<file path="config.mk">
export PLATFORM = sky130hd
export DESIGN_NAME = px_adc_capture
export DESIGN_NICKNAME = d
export VERILOG_FILES = /design/src/rtl/px_adc_capture_pkg.sv /design/src/rtl/px_adc_capture_sclk_gen.sv /design/src/rtl/px_adc_capture.sv
export SDC_FILE = /design/constraint.sdc
export NUM_CORES = 1
export LEC_CHECK = 0
export ABC_CLOCK_PERIOD_IN_PS = 3900
export CORE_ASPECT_RATIO = 0.5
export CORE_MARGIN = 2
export CORE_UTILIZATION = 40
export DETAILED_ROUTE_END_ITERATION = 6
export SLEW_MARGIN = 30
export SYNTH_ARGS = -nofsm -noshare
export SYNTH_HDL_FRONTEND = slang
export SYNTH_HIERARCHICAL = 1
export SYNTH_SLANG_ARGS = --single-unit
</file>
<file path="constraint.sdc">
create_clock -name CLK50 -period 3.9 [get_ports CLK50]
set_input_delay 0.78 -clock CLK50 [delete_from_list [all_inputs] [get_ports CLK50]]
set_output_delay 0.78 -clock CLK50 [all_outputs]
set_load 0.005 [all_outputs]
</file>
<file path="src/rtl/px_adc_capture_pkg.sv">
// Shared types, frame geometry and word packing for the pixel ADC capture path.
package senseye_adc_pkg;

    typedef enum logic [1:0] {
        ST_IDLE  = 2'd0,
        ST_CONV  = 2'd1,
        ST_QUIET = 2'd2,
        ST_WRITE = 2'd3
    } adc_state_t;

    localparam int unsigned ADC_BITS   = 12;
    localparam int unsigned FRAME_BITS = 16;
    localparam int unsigned LEAD_ZEROS = 4;

    // Capture FIFO word: px1 in the upper half-word, px0 in the lower, each zero-padded.
    function automatic logic [31:0] pack_word(input logic [ADC_BITS-1:0] px0,
                                              input logic [ADC_BITS-1:0] px1);
        return {4'b0, px1, 4'b0, px0};
    endfunction

    // The ADC drives leading zeros ahead of its data; any 1 there means a corrupt frame.
    function automatic logic lead_nonzero(input logic [LEAD_ZEROS-1:0] lead);
        return |lead;
    endfunction

endpackage

</file>
<file path="src/rtl/px_adc_capture_sclk_gen.sv">
// SCLK generator: DIV-cycle prescaler plus a 33-step half-period counter.
// hp_q counts down from 32, so half-period index h = 32 - hp_q and shares its parity.
module adc_sclk_gen #(
    parameter int DIV = 2
) (
    input  logic clk_i,
    input  logic rst_n_i,
    input  logic run_i,
    output logic sclk_o,
    output logic sample_stb_o,
    output logic frame_done_o
);

    localparam int PW = (DIV > 1) ? $clog2(DIV) : 1;
    localparam logic [PW-1:0] PRE_LOAD = PW'(DIV - 1);
    localparam logic [5:0]    HP_LOAD  = 6'd32;

    logic [PW-1:0] pre_q, pre_d;
    logic [5:0]    hp_q, hp_d;
    logic          sclk_q, sclk_d;
    logic          pre_tc;

    assign pre_tc       = (pre_q == '0);
    assign frame_done_o = run_i && pre_tc && (hp_q == '0);
    // First cycle of every even h >= 2 (hp even and at most 30).
    assign sample_stb_o = run_i && (pre_q == PRE_LOAD) && !hp_q[0] && (hp_q <= 6'd30);
    assign sclk_o       = sclk_q;

    // Next counter values; SCLK is registered from the half-period index of the next cycle.
    always_comb begin
        pre_d  = PRE_LOAD;
        hp_d   = HP_LOAD;
        sclk_d = 1'b1;
        if (run_i && !frame_done_o) begin
            if (pre_tc) begin
                pre_d = PRE_LOAD;
                hp_d  = hp_q - 6'd1;
            end else begin
                pre_d = pre_q - PW'(1);
                hp_d  = hp_q;
            end
            sclk_d = ~hp_d[0];
        end
    end

    // Counters stay preloaded while idle so the first CONV cycle is h=0.
    always_ff @(posedge clk_i or negedge rst_n_i) begin
        if (!rst_n_i) begin
            pre_q  <= PRE_LOAD;
            hp_q   <= HP_LOAD;
            sclk_q <= 1'b1;
        end else begin
            pre_q  <= pre_d;
            hp_q   <= hp_d;
            sclk_q <= sclk_d;
        end
    end

endmodule

</file>
<file path="src/rtl/px_adc_capture.sv">
// Dual-channel serial ADC capture: one 16-bit frame per start_cap, packed into one FIFO word.
//
// state    | meaning
// ---------+----------------------------------------------------------
// ST_IDLE  | CS high, waiting for start_cap
// ST_CONV  | CS low, 33 SCLK half-periods, 16 samples per channel
// ST_QUIET | CS high for QUIET cycles before the FIFO write
// ST_WRITE | one cycle: conv_complete, wr_en or overrun
module px_adc_capture
    import senseye_adc_pkg::*;
#(
    parameter int DIV   = 2,
    parameter int QUIET = 4
) (
    input  logic        CLK50,
    input  logic        MSS_RESET_N,
    input  logic        start_cap,
    input  logic        px0_adc_din,
    input  logic        px1_adc_din,
    input  logic        fifo_full,
    output logic        CS,
    output logic        SCLK,
    output logic        wr_en,
    output logic [31:0] wr_data,
    output logic        busy,
    output logic        conv_complete,
    output logic        overrun,
    output logic        adc_err
);

    localparam int QW = (QUIET > 1) ? $clog2(QUIET) : 1;
    localparam logic [QW-1:0] Q_LOAD = QW'(QUIET - 1);

    adc_state_t            state_q;
    logic                  cs_q;
    logic                  wr_en_q;
    logic [31:0]           wr_data_q;
    logic                  busy_q;
    logic                  cc_q;
    logic                  overrun_q;
    logic                  adc_err_q;
    logic [FRAME_BITS-1:0] sh0_q, sh1_q;
    logic [QW-1:0]         qcnt_q;

    logic run;
    logic sample_stb;
    logic frame_done;

    assign run = (state_q == ST_CONV);

    adc_sclk_gen #(.DIV(DIV)) u_sclk_gen (
        .clk_i        (CLK50),
        .rst_n_i      (MSS_RESET_N),
        .run_i        (run),
        .sclk_o       (SCLK),
        .sample_stb_o (sample_stb),
        .frame_done_o (frame_done)
    );

    assign CS            = cs_q;
    assign wr_en         = wr_en_q;
    assign wr_data       = wr_data_q;
    assign busy          = busy_q;
    assign conv_complete = cc_q;
    assign overrun       = overrun_q;
    assign adc_err       = adc_err_q;

    // Frame sequencer with registered outputs. The write/drop decision is registered on
    // the edge that enters ST_WRITE, so wr_en and wr_data are valid together in that cycle.
    always_ff @(posedge CLK50 or negedge MSS_RESET_N) begin
        if (!MSS_RESET_N) begin
            state_q   <= ST_IDLE;
            cs_q      <= 1'b1;
            wr_en_q   <= 1'b0;
            wr_data_q <= '0;
            busy_q    <= 1'b0;
            cc_q      <= 1'b0;
            overrun_q <= 1'b0;
            adc_err_q <= 1'b0;
            sh0_q     <= '0;
            sh1_q     <= '0;
            qcnt_q    <= '0;
        end else begin
            wr_en_q <= 1'b0;
            cc_q    <= 1'b0;
            case (state_q)
                ST_IDLE: begin
                    if (start_cap) begin
                        state_q   <= ST_CONV;
                        cs_q      <= 1'b0;
                        busy_q    <= 1'b1;
                        overrun_q <= 1'b0;
                        adc_err_q <= 1'b0;
                        sh0_q     <= '0;
                        sh1_q     <= '0;
                    end
                end
                ST_CONV: begin
                    if (sample_stb) begin
                        sh0_q <= {sh0_q[FRAME_BITS-2:0], px0_adc_din};
                        sh1_q <= {sh1_q[FRAME_BITS-2:0], px1_adc_din};
                    end
                    if (frame_done) begin
                        state_q <= ST_QUIET;
                        cs_q    <= 1'b1;
                        qcnt_q  <= Q_LOAD;
                    end
                end
                ST_QUIET: begin
                    if (qcnt_q == '0) begin
                        state_q   <= ST_WRITE;
                        cc_q      <= 1'b1;
                        adc_err_q <= adc_err_q
                                   | lead_nonzero(sh0_q[FRAME_BITS-1:ADC_BITS])
                                   | lead_nonzero(sh1_q[FRAME_BITS-1:ADC_BITS]);
                        if (!fifo_full) begin
                            wr_en_q   <= 1'b1;
                            wr_data_q <= pack_word(sh0_q[ADC_BITS-1:0], sh1_q[ADC_BITS-1:0]);
                        end else begin
                            overrun_q <= 1'b1;
                        end
                    end else begin
                        qcnt_q <= qcnt_q - QW'(1);
                    end
                end
                ST_WRITE: begin
                    state_q <= ST_IDLE;
                    busy_q  <= 1'b0;
                end
                default: begin
                    state_q <= ST_IDLE;
                end
            endcase
        end
    end

endmodule

</file>
==> flow_summary.toml <==
[clock_network]
post_cts_resized = 0
hold_buffers = 0
ctsHtreeMaxLevel = 3
cts_buffers = 9
cts_root_buffer = "clkbuf_16"
cts_tree = "done"
clock_latency_ns = 0.33
ctsLongestPathBuffers = 2
clk_pin_slew_ns = 0.06
numClockSinks = 74
postCtsSetupRepairBufs = 0

[timing]
max_freq_ghz = 0.442
timing.setup.tns_ns = 0
setup_viol = 0
post-route-min-period_ns = 2.26
fin_crit_sh_pct = 58.0
slew_viol_final = 0
relSlewSlack_pct = 38.3
fin_worst_skew_ns = 0.00672
rsz0062_at_grt = "no"
tightestPinTransition_ns = 0.925
finalHoldViolations = 0

[grt]
grt_max_degree = 47
grt_pass1_wl_um = 12300
antenna_found_initial = 0
overflow = 0
grt_pass1_vias = 2580
track_usage_pct = 17.3

[cells_and_area]
nets = 381
regArea_um2 = 1860
final_area_um2 = 4090
drive_above_1_share_pct = 9.95
diodes = 0
area_growth_pct = 21.9
multi_input_area_um2 = 1210
fill_cells = 729

[synth]
syn-instance-count = 338
yosysTopAreaCell = "dfrtp_1"
ys_types = 46
synth_most_common_cell = "dfrtp_1"
yosys_warnings = 6
syn_avg_cell_area_um2 = 9.94
ys_dominant_reg_cell = "dfrtp_1"
synth_edf_count = 0
yosys-top-cells-count = "dfrtp_1 (70), o21ai_0 (64), inv_1 (41), nand4_1 (32), o21ai_1 (19)"
ys_seq_area_share_pct = 55.3
async_flop_share_pct = 100
synth-seq-cells = 74
synth_top_area_share_pct = 52.1
synth_area_leaders = "dfrtp_1 (52%), o21ai_0 (9.5%), nand4_1 (6.0%)"
netlist_area_um2 = 3360

[place]
dpl.hpwl_um = 4470
placedInstanceArea_um2 = 3770
portBuffers = 36
gp_congestion = 0.789

[setup_path]
required_ns = 4.07
path_max_fanout = 26
cp_slowest_cell = "or2_1"
path_class = "primary input to flip-flop"
critPathMaxStageDelay_ns = 0.76
critPathCaptureType = "flip-flop"
cp-start-kind = "primary input"
crit_chain = "clkdlybuf4s50_1 > buf_4 > or2_1 > o21ai_0"
worstPathArrival_ns = 2.43

[job]
max_cap_viol_count = 0

[detailed_routing]
via_count = 2542
wl_per_cell_um = 14.6
wl_um = 7090
post-route-drc-count = 0
viasPerCell = 5.25
ant_nets = 0
drt_iter0_drc = 207
dr.pass1.iters = 4

[floorplanning]
num_rows = 23
start_util_pct = 41.5
io-pin-count = 45
coreArea_um2 = 8090
die_w_um = 134
die_h_um = 68.8
die_area_um2 = 9190

[power]
power.density_nw_per_um2 = 684
vdd_drop_max_mv = 0.239
p_leak_uw = 0.00175

[status]
status = "finished, final reports clean"

[worst_hold_path]
hp-class = "primary input to asynchronous set/reset pin"
==> stage by stage <==
step / hold slack (ns) / instances / power [uW] / setup WS (ns) / utilization (%)
detailed placement: 0.503 / 469 / 1930 / 1.31 / 46.6
CTS: 0.484 / 484 / 2840 / 1.66 / 50.6
global route: 0.506 / 484 / 2990 / 1.51 / 50.6
global placement: 0.493 / 469 / 1900 / 1.36 / 46.6
floorplan: 0.480 / 345 / 1550 / 1.69 / -
finish: 0.467 / 484 / 2800 / 1.64 / 50.6
==> metal layers <==
layer,track usage (%),vias to the layer above,share of wire (%)
met5,0,-,0
met4,5.72,0,0.37
met3,5.48,2,5.0
met2,29.6,69,47
met1,21.6,1249,48
li1,-,1222,-
==> final timing paths <==
path / from / to / slack [ns] / cells after the start
setup / recovery: fifo_full / wr_data[19]$_DFFE_PN0P_ / 1.64 / 4
hold / removal: MSS_RESET_N / wr_data[20]$_DFFE_PN0P_ / 0.47 / 1
setup reg to reg: state_q[1]$_DFFE_PN0P_ / state_q[1]$_DFFE_PN0P_ / 1.75 / 7
hold reg to reg: wr_data[19]$_DFFE_PN0P_ / wr_data[19]$_DFFE_PN0P_ / 0.51 / 2
max in group asynchronous: MSS_RESET_N / u_sclk_gen/hp_q[5]$_DFFE_PN1P_ / 2.61 / 2
min in group CLK50: wr_data[19]$_DFFE_PN0P_ / wr_data[19]$_DFFE_PN0P_ / 0.51 / 2
==> critical path, delay by kind of cell <==
| family | cells | cell delay [ns] |
|---|---|---|
| buffers and inverters | 2 | 0.71 |
| AND/OR/NAND/NOR | 1 | 0.76 |
| AO/OA/AOI/OAI | 1 | 0.17 |
==> cell families after synthesis <==
group | share of synthesized area (%)
multiplexers | 0.931
adder cells (fa/ha/maj) | 2.61
flip-flops | 55.3
AND/OR/NAND/NOR | 14.1
buffers and inverters | 9.76
AO/OA/AOI/OAI | 17.2
other | 0.112
==> placed cells by master (no fill, tap or decap), drive strengths merged, types with 2 or more instances in the layout <==
cell type / netlist / layout
nand3: 3 / 3
o31ai: 2 / 2
a21boi: 3 / 3
clkdlybuf4s50: 0 / 35
bufinv: 0 / 2
dfstp: 4 / 4
clkbuf: 18 / 11
and2b: 3 / 3
nand4: 32 / 32
clkinvlp: 0 / 2
nor2b: 2 / 2
or3: 3 / 3
nand2: 5 / 5
o41ai: 2 / 2
ha: 7 / 7
dfrtp: 70 / 70
o21ai: 83 / 83
conb: 1 / 8
buf: 13 / 8
mux2i: 2 / 2
inv: 41 / 41
nand2b: 7 / 7
or4: 2 / 2
nor3: 4 / 4
nor2: 8 / 8
a21oi: 9 / 9
or2: 2 / 2
==> registers in the layout, summed over array words and instances, names as in the netlist, 2 cells and up <==
register	cells
u_sclk_gen/hp_q	6
sh0_q	16
sh1_q	16
qcnt_q	2
state_q	2
wr_data	24
==> cell type report <==
cell class | count | share of cell area, %
clock buffer | 11 | 6.17
clock inverter | 4 | 1.83
inverter | 41 | 3.76
multi-input combinational | 199 | 29.5
sequential | 74 | 45.4
tap | 112 | 3.42
timing repair buffer | 43 | 9.96
==> where the power goes <==
group / switching (uW) / total (uW) / internal, uW
sequential: 112 / 1040 / 926
combinational: 470 / 877 / 407
clock: 297 / 887 / 591
Note: power is estimated with default switching activity, not from simulation.
